--- src/rtl/ser2par_align_if.sv ---
// ser2par_align_if
//   Bundles the serial line input and the recovered parallel word outputs of
//   ser2par_align. The bit clock and reset stay plain module ports.
//   Signals:
//     data_in    - serial line bit, one per bit clock
//     RXPOL      - line polarity select (1 = invert data_in)
//     data_out   - last complete word, first-received bit at [0]
//     data_valid - one-cycle strobe marking a new data_out
//     aligned    - word boundary locked
//     comma_det  - one-cycle strobe, comma seen on a word boundary
//   Modports: slave = deserializer side, master = line/consumer side.
interface ser2par_align_if #(
  parameter int WIDTH = 10
);
  logic             data_in;
  logic             RXPOL;
  logic [WIDTH-1:0] data_out;
  logic             data_valid;
  logic             aligned;
  logic             comma_det;

  modport slave (
    input  data_in, RXPOL,
    output data_out, data_valid, aligned, comma_det
  );

  modport master (
    output data_in, RXPOL,
    input  data_out, data_valid, aligned, comma_det
  );
endinterface

--- src/rtl/ser2par_align.sv ---
// ser2par_align
//   Serial-to-parallel converter with comma-based word alignment.
//   Build option: define SER2PAR_ALIGN_COMMA_EN to enable the comma hunt /
//   lock machine. Without it the word boundary free-runs from reset release
//   and the block always reports aligned.
//   Ports:
//     CRC_CKL - receive bit clock, rising edge active
//     RESET_L - asynchronous active-low reset
//     bus     - ser2par_align_if.slave (data_in, RXPOL, data_out,
//               data_valid, aligned, comma_det)
//
//   state  | meaning
//   HUNT   | searching every bit position for COMMA / ~COMMA
//   LOCKED | boundary fixed, words emitted every WIDTH bits
module ser2par_align #(
  parameter int               WIDTH   = 10,
  parameter logic [WIDTH-1:0] COMMA   = 10'b0011111010,
  parameter int               MAX_ERR = 4
) (
  input  logic           CRC_CKL,
  input  logic           RESET_L,
  ser2par_align_if.slave bus
);
  localparam int               CNT_W    = $clog2(WIDTH);
  localparam logic [CNT_W-1:0] LAST_BIT = CNT_W'(WIDTH - 1);

  // A constant comma pattern would lock on an idle line.
  if (WIDTH < 4 || WIDTH > 32 || MAX_ERR < 1 || MAX_ERR > 15 ||
      COMMA == '0 || COMMA == '1) begin : g_param_check
    $error("ser2par_align: illegal parameter set");
  end

  logic             line_bit;
  logic [WIDTH-1:0] sr;
  logic [WIDTH-1:0] sr_next;
  logic [WIDTH-1:0] data_q;
  logic [CNT_W-1:0] bit_cnt;
  logic [CNT_W-1:0] cnt_d;
  logic             at_last;
  logic             load_d;
  logic             valid_q;

  assign line_bit = bus.data_in ^ bus.RXPOL;
  assign sr_next  = {line_bit, sr[WIDTH-1:1]};
  assign at_last  = (bit_cnt == LAST_BIT);

  always_ff @(posedge CRC_CKL or negedge RESET_L) begin
    if (!RESET_L) begin
      sr      <= '0;
      data_q  <= '0;
      bit_cnt <= '0;
      valid_q <= 1'b0;
    end else begin
      sr      <= sr_next;
      bit_cnt <= cnt_d;
      valid_q <= load_d;
      if (load_d) data_q <= sr_next;
    end
  end

  assign bus.data_out   = data_q;
  assign bus.data_valid = valid_q;

`ifdef SER2PAR_ALIGN_COMMA_EN
  localparam logic [3:0] ERR_LIMIT = 4'(MAX_ERR);

  typedef enum logic {HUNT = 1'b0, LOCKED = 1'b1} state_t;

  state_t     state_q, state_d;
  logic [3:0] err_q, err_d;
  logic       comma_d, comma_q;
  logic       match;

  // Both running-disparity forms of the comma are accepted.
  assign match = (sr_next == COMMA) || (sr_next == ~COMMA);

  always_ff @(posedge CRC_CKL or negedge RESET_L) begin
    if (!RESET_L) begin
      state_q <= HUNT;
      err_q   <= '0;
      comma_q <= 1'b0;
    end else begin
      state_q <= state_d;
      err_q   <= err_d;
      comma_q <= comma_d;
    end
  end

  always_comb begin
    state_d = state_q;
    err_d   = err_q;
    cnt_d   = bit_cnt;
    load_d  = 1'b0;
    comma_d = 1'b0;
    case (state_q)
      HUNT: begin
        if (match) begin
          load_d  = 1'b1;
          comma_d = 1'b1;
          cnt_d   = '0;
          err_d   = '0;
          state_d = LOCKED;
        end
      end
      LOCKED: begin
        cnt_d = at_last ? '0 : bit_cnt + 1'b1;
        if (at_last) begin
          load_d = 1'b1;
          if (match) begin
            comma_d = 1'b1;
            err_d   = '0;
          end
        end else if (match) begin
          // Reaching the limit drops lock at once; the counter never
          // exceeds ERR_LIMIT, so it cannot wrap.
          if (err_q >= ERR_LIMIT - 4'd1) begin
            err_d   = ERR_LIMIT;
            state_d = HUNT;
          end else begin
            err_d = err_q + 4'd1;
          end
        end
      end
      default: state_d = HUNT;
    endcase
  end

  assign bus.aligned   = (state_q == LOCKED);
  assign bus.comma_det = comma_q;
`else
  logic aligned_q;

  always_comb begin
    cnt_d  = at_last ? '0 : bit_cnt + 1'b1;
    load_d = at_last;
  end

  // Boundary is defined by reset release, so alignment is claimed from the
  // first clock after it.
  always_ff @(posedge CRC_CKL or negedge RESET_L) begin
    if (!RESET_L) aligned_q <= 1'b0;
    else          aligned_q <= 1'b1;
  end

  assign bus.aligned   = aligned_q;
  assign bus.comma_det = 1'b0;
`endif
endmodule

--- src/flat_wrapper.sv ---
// flat-port wrapper written by rule: the top's interface ports become plain ports
module ser2par_align_flat 
#(
  parameter int               WIDTH   = 10,
  parameter logic [WIDTH-1:0] COMMA   = 10'b0011111010,
  parameter int               MAX_ERR = 4
)
  (CRC_CKL, RESET_L, bus_data_in, bus_RXPOL, bus_data_out, bus_data_valid, bus_aligned, bus_comma_det);
  ser2par_align_if #(.WIDTH(WIDTH)) bus_i ();
  input  logic CRC_CKL;
  input  logic RESET_L;
  input wire logic [$bits(bus_i.data_in)-1:0] bus_data_in;
  input wire logic [$bits(bus_i.RXPOL)-1:0] bus_RXPOL;
  output wire logic [$bits(bus_i.data_out)-1:0] bus_data_out;
  output wire logic [$bits(bus_i.data_valid)-1:0] bus_data_valid;
  output wire logic [$bits(bus_i.aligned)-1:0] bus_aligned;
  output wire logic [$bits(bus_i.comma_det)-1:0] bus_comma_det;
  assign bus_i.data_in = bus_data_in;
  assign bus_i.RXPOL = bus_RXPOL;
  assign bus_data_out = bus_i.data_out;
  assign bus_data_valid = bus_i.data_valid;
  assign bus_aligned = bus_i.aligned;
  assign bus_comma_det = bus_i.comma_det;
  ser2par_align #(.WIDTH(WIDTH), .COMMA(COMMA), .MAX_ERR(MAX_ERR)) u_core (.CRC_CKL(CRC_CKL), .RESET_L(RESET_L), .bus(bus_i));
endmodule
--- config.mk ---
export PLATFORM = sky130hd
export DESIGN_NAME = ser2par_align_flat
export DESIGN_NICKNAME = d
export VERILOG_FILES = /design/src/rtl/ser2par_align_if.sv /design/src/rtl/ser2par_align.sv /design/src/flat_wrapper.sv
export SDC_FILE = /design/constraint.sdc
export NUM_CORES = 1
export LEC_CHECK = 0
export ABC_AREA = 1
export BUFFER_PORTS_ARGS = -buffer_cell sky130_fd_sc_hd__buf_2
export CAP_MARGIN = 0
export CORE_MARGIN = 2
export CORE_UTILIZATION = 26
export CTS_CLUSTER_SIZE = 8
export DETAILED_ROUTE_END_ITERATION = 10
export PLACE_DENSITY = 0.41
export SYNTH_ARGS = -nofsm -noshare
export SYNTH_HDL_FRONTEND = slang
export SYNTH_SLANG_ARGS = --single-unit
--- constraint.sdc ---
create_clock -name CRC_CKL -period 1.3 [get_ports CRC_CKL]
set_input_delay 0.13 -clock CRC_CKL [delete_from_list [all_inputs] [get_ports CRC_CKL]]
set_output_delay 0.13 -clock CRC_CKL [all_outputs]
set_load 0.005 [all_outputs]
==> results by stage <==
STA:
- The number of max-slew violations in the final report is 0.
- The number of endpoints with negative hold slack in the final report was 0.
- Setup repair after global routing left no endpoint under its margin.
- After layout, the worst path uses 84.8% of the clock period.
- The worst-margin pin slew is 0.547 ns.
- The minimum clock period after layout is 1.10 ns.
- The highest clock rate is 907 MHz.
- Headroom to the max-slew limit came out at 63.5%.
- The number of endpoints failing setup at the final stage is 0.
- The clock arrives with 0.00681 ns of skew.
- The setup TNS after final layout is 0 ns.

Route:
- The number of antenna-violating nets in the routed design is 0.
- The total via count after detailed routing is 552.
- Dividing the detail-routed via count by the number of cells gives 3.73.
- After detailed routing, the average wire length per cell comes to 9.26 µm.
- The first routing iteration left 23 violations.
- For this run, the detailed router's first-pass iteration total came to 2.
- The count of unresolved DRC violations after routing is 0.
- The routed wire length is 1370 µm.

CTS:
- In this run, CTS created clock tree buffers numbering 3.
- After clock tree synthesis, the setup repair step added 0 buffers.
- The total clock sinks is 25.
- At the later pin of the worst-skew pair, clock insertion delay measures 0.31 ns.
- Clock-pin slew was measured on the worst setup and hold paths at 0.13 ns.
- TritonCTS built the clock tree.
- The clock passes through at most 2 buffers.
- The maximum level of the CTS H-tree is 1.
- The root buffer cell is sky130_fd_sc_hd__clkbuf_4.

Die:
- The number of cell rows is 21.
- The die covers 3850 µm².
- The width of the die is 62.1 µm.
- Once the floorplan was initialized, standard cells occupied 26.7% of the core.
- The chip height is 62.1 µm.
- For this design the top-level I/O count stands at 17.
- The total area inside the core boundary comes to 3280 µm².

Global route:
- The met1 usage in global routing is 11.2%.
- The via count of the first global-routing pass is 536.
- The global-route met2 utilization is 12.5%.
- The largest net degree at the start of global routing is 26.
- The first-pass GRT wire length is 2360 µm.
- The met3 global-route usage is 4.55%.
- The initial antenna violation count is 0.
- The global router's overall resource usage is 8.53%.
- The global route total overflow is 0.
- In this run the most used layer during global routing was met2.

Power:
- For this design the ratio of total power to cell area is 1230 nW/µm².
- The leakage power of the design is 0.543 nW.
- IR analysis of the VDD net gives a maximum drop of 0.000749 V.
- The sum of internal, switching and leakage power is 0.00126 W.

Setup path:
- The type of destination of the critical path is a flip-flop.
- The element type at the critical path start is a flip-flop.
- Traced cell by cell, the critical path runs through nor2_1, nand2_1, nand2_1, nand2_1.
- The maximum single-stage delay on the critical path is 0.42 ns.
- The most numerous cell type found on the critical path is sky130_fd_sc_hd__nand2_1.
- The data required time at the worst endpoint is 1.51 ns.
- Among all stages on the critical path, the largest delay is contributed by sky130_fd_sc_hd__dfrtp_1.
- The category of the critical setup timing path is flip-flop to flip-flop.
- The worst endpoint data arrival time is 1.32 ns.
- The highest net fanout along the worst path is 11.

Yosys:
- The number of unique standard cell types used by synthesis is 12.
- The synthesized design devotes to its leading area cell type 71.3% of total area.
- Of all flip-flops after synthesis, the portion carrying an async set or reset was 100%.
- Yosys mapped a number of flops with a built-in enable equal to 0.
- Yosys attributes the largest share of cell area to sky130_fd_sc_hd__dfrtp_1, sky130_fd_sc_hd__nand2_1, sky130_fd_sc_hd__buf_6, sky130_fd_sc_hd__inv_1, sky130_fd_sc_hd__nor2_1.
- The most instantiated library cell after synthesis is sky130_fd_sc_hd__nand2_1.
- The number of nets handed over by synthesis was 88.
- The cell type with the largest total area after synthesis is sky130_fd_sc_hd__dfrtp_1.
- The portion of the post-synthesis area used by sequential elements is 71.3%.
- By count the netlist is led by sky130_fd_sc_hd__nand2_1, sky130_fd_sc_hd__dfrtp_1, sky130_fd_sc_hd__inv_1, sky130_fd_sc_hd__nor2_1.
- The mean area per synthesized cell is 10.4 µm².
- For this run, the leading register cell type out of synthesis is sky130_fd_sc_hd__dfrtp_1.
- The number of warning messages in the yosys log is 0.
- The number of synthesized register bits is 25.
- The mapped netlist covers 877 µm².
- The count of mapped cells out of synthesis is 84.

Placed design:
- After legalization and detailed placement, the total HPWL measured 941 µm.
- The number of I/O port buffers is 15.
- The last weighted congestion value of the routability-driven placer is 0.670.

Hold path:
- The type of the most critical hold path is input port to flip-flop.

Final layout:
- The final-stage net count is 107.
- The share of final-layout standard cells stronger than drive strength 1 is 23.5%.
- The fill cell total of the finished layout is 351.
- The area overhead of the layout relative to synthesis is 17.1%.
- The antenna diode count is 0.

Status:
- The run finished with clean final reports.

Flow run:
- The max capacitance violation total is 0.
-- layout by cell type, fill, tap and decap left out --
cell type / count
sky130_fd_sc_hd__clkbuf_4: 3
sky130_fd_sc_hd__clkinvlp_4: 1
sky130_fd_sc_hd__inv_2: 1
sky130_fd_sc_hd__o21ai_0: 2
sky130_fd_sc_hd__nor2_2: 2
sky130_fd_sc_hd__dfrtp_1: 25
sky130_fd_sc_hd__buf_4: 1
sky130_fd_sc_hd__buf_2: 15
sky130_fd_sc_hd__conb_1: 2
sky130_fd_sc_hd__nand3_1: 1
sky130_fd_sc_hd__nor2_1: 5
sky130_fd_sc_hd__nand2_2: 1
sky130_fd_sc_hd__nand2_1: 37
sky130_fd_sc_hd__dlygate4sd3_1: 1
sky130_fd_sc_hd__inv_1: 5
-- routing by layer --
metal  wire (µm)  part of all wire [%]  vias to the layer above
met5           0                     0                        -
met2         581                    42                       13
met3          74                   5.4                        0
met1         715                    52                      255
li1            -                     -                      284
met4           0                     0                        0
-- registers in the layout, summed over array words and instances (netlist names) --
name,cells
u_core.bit_cnt,4
u_core.bus.aligned,1
u_core.bus.data_out,10
u_core.bus.data_valid,1
u_core.sr,9
-- repair_timing --
item | CTS | global route
hold endpoints to repair | 25 | 0
resized for setup | 0 | 0
hold buffers | 1 | 0
-- worst paths after layout --
kind                                     endpoint               from  slack [ns]  cells past startpoint
max                        u_core.bus.data_out[9]  u_core.bit_cnt[2]        0.20                      4
min                                  u_core.sr[9]          bus_RXPOL        0.07                      4
max reg2reg                u_core.bus.data_out[9]  u_core.bit_cnt[2]        0.20                      4
min reg2reg                          u_core.sr[6]       u_core.sr[7]        0.39                      0
max in group asynchronous  u_core.bus.data_out[8]            RESET_L        0.62                      2
min in group asynchronous      u_core.bus.aligned            RESET_L        0.31                      2
-- logic make-up (layout without fill, tap and decap cells) --
| kind of cell | count (synthesis) | after routing | share of synthesized area [%] |
|---|---|---|---|
| compound gates | 2 | 2 | 1.14 |
| buf+inv | 9 | 27 | 5.99 |
| flops | 25 | 25 | 71.3 |
| other cells | 2 | 2 | 0.856 |
| simple gates | 46 | 46 | 20.7 |
-- critical path: cells and delay by family (launching register included) --
kind,cells,cell delay (ns)
flops,1,0.42
simple gates,4,0.60
-- power breakdown --
| group | leakage (nW) | internal [W] | switching (W) | total (W) |
|---|---|---|---|---|
| sequential | 0.288 | 0.000824 | 0.0000227 | 0.000846 |
| clock | 0.0139 | 0.000117 | 0.000224 | 0.000341 |
| combinational | 0.242 | 0.0000322 | 0.0000417 | 0.0000739 |
-- final cells by class --
class | instances | area (µm²) | share of cell area, %
clock buffer | 3 | 22.5 | 2.19
clock inverter | 1 | 7.51 | 0.731
inverter | 6 | 22.5 | 2.19
multi-input combinational | 50 | 199 | 19.4
sequential | 25 | 626 | 60.9
tap | 46 | 57.6 | 5.60
timing repair buffer | 17 | 92.6 | 9.01
-- metrics by stage --
stage          std cells  instance area [µm²]  util, %  hold WS, ns  setup WS (ns)
2_1_floorplan         84                  877        -       -0.166          0.395
6_report             148                 1030     31.3       0.0712          0.197
5_1_grt              148                 1030     31.3       0.0656         0.0580
3_3_place_gp         143                  987     30.1        0.160          0.216
4_1_cts              148                 1030     31.3       0.0518          0.165
3_5_place_dp         143                  987     30.1        0.157          0.186
Note: power is estimated with default switching activity, not from simulation.
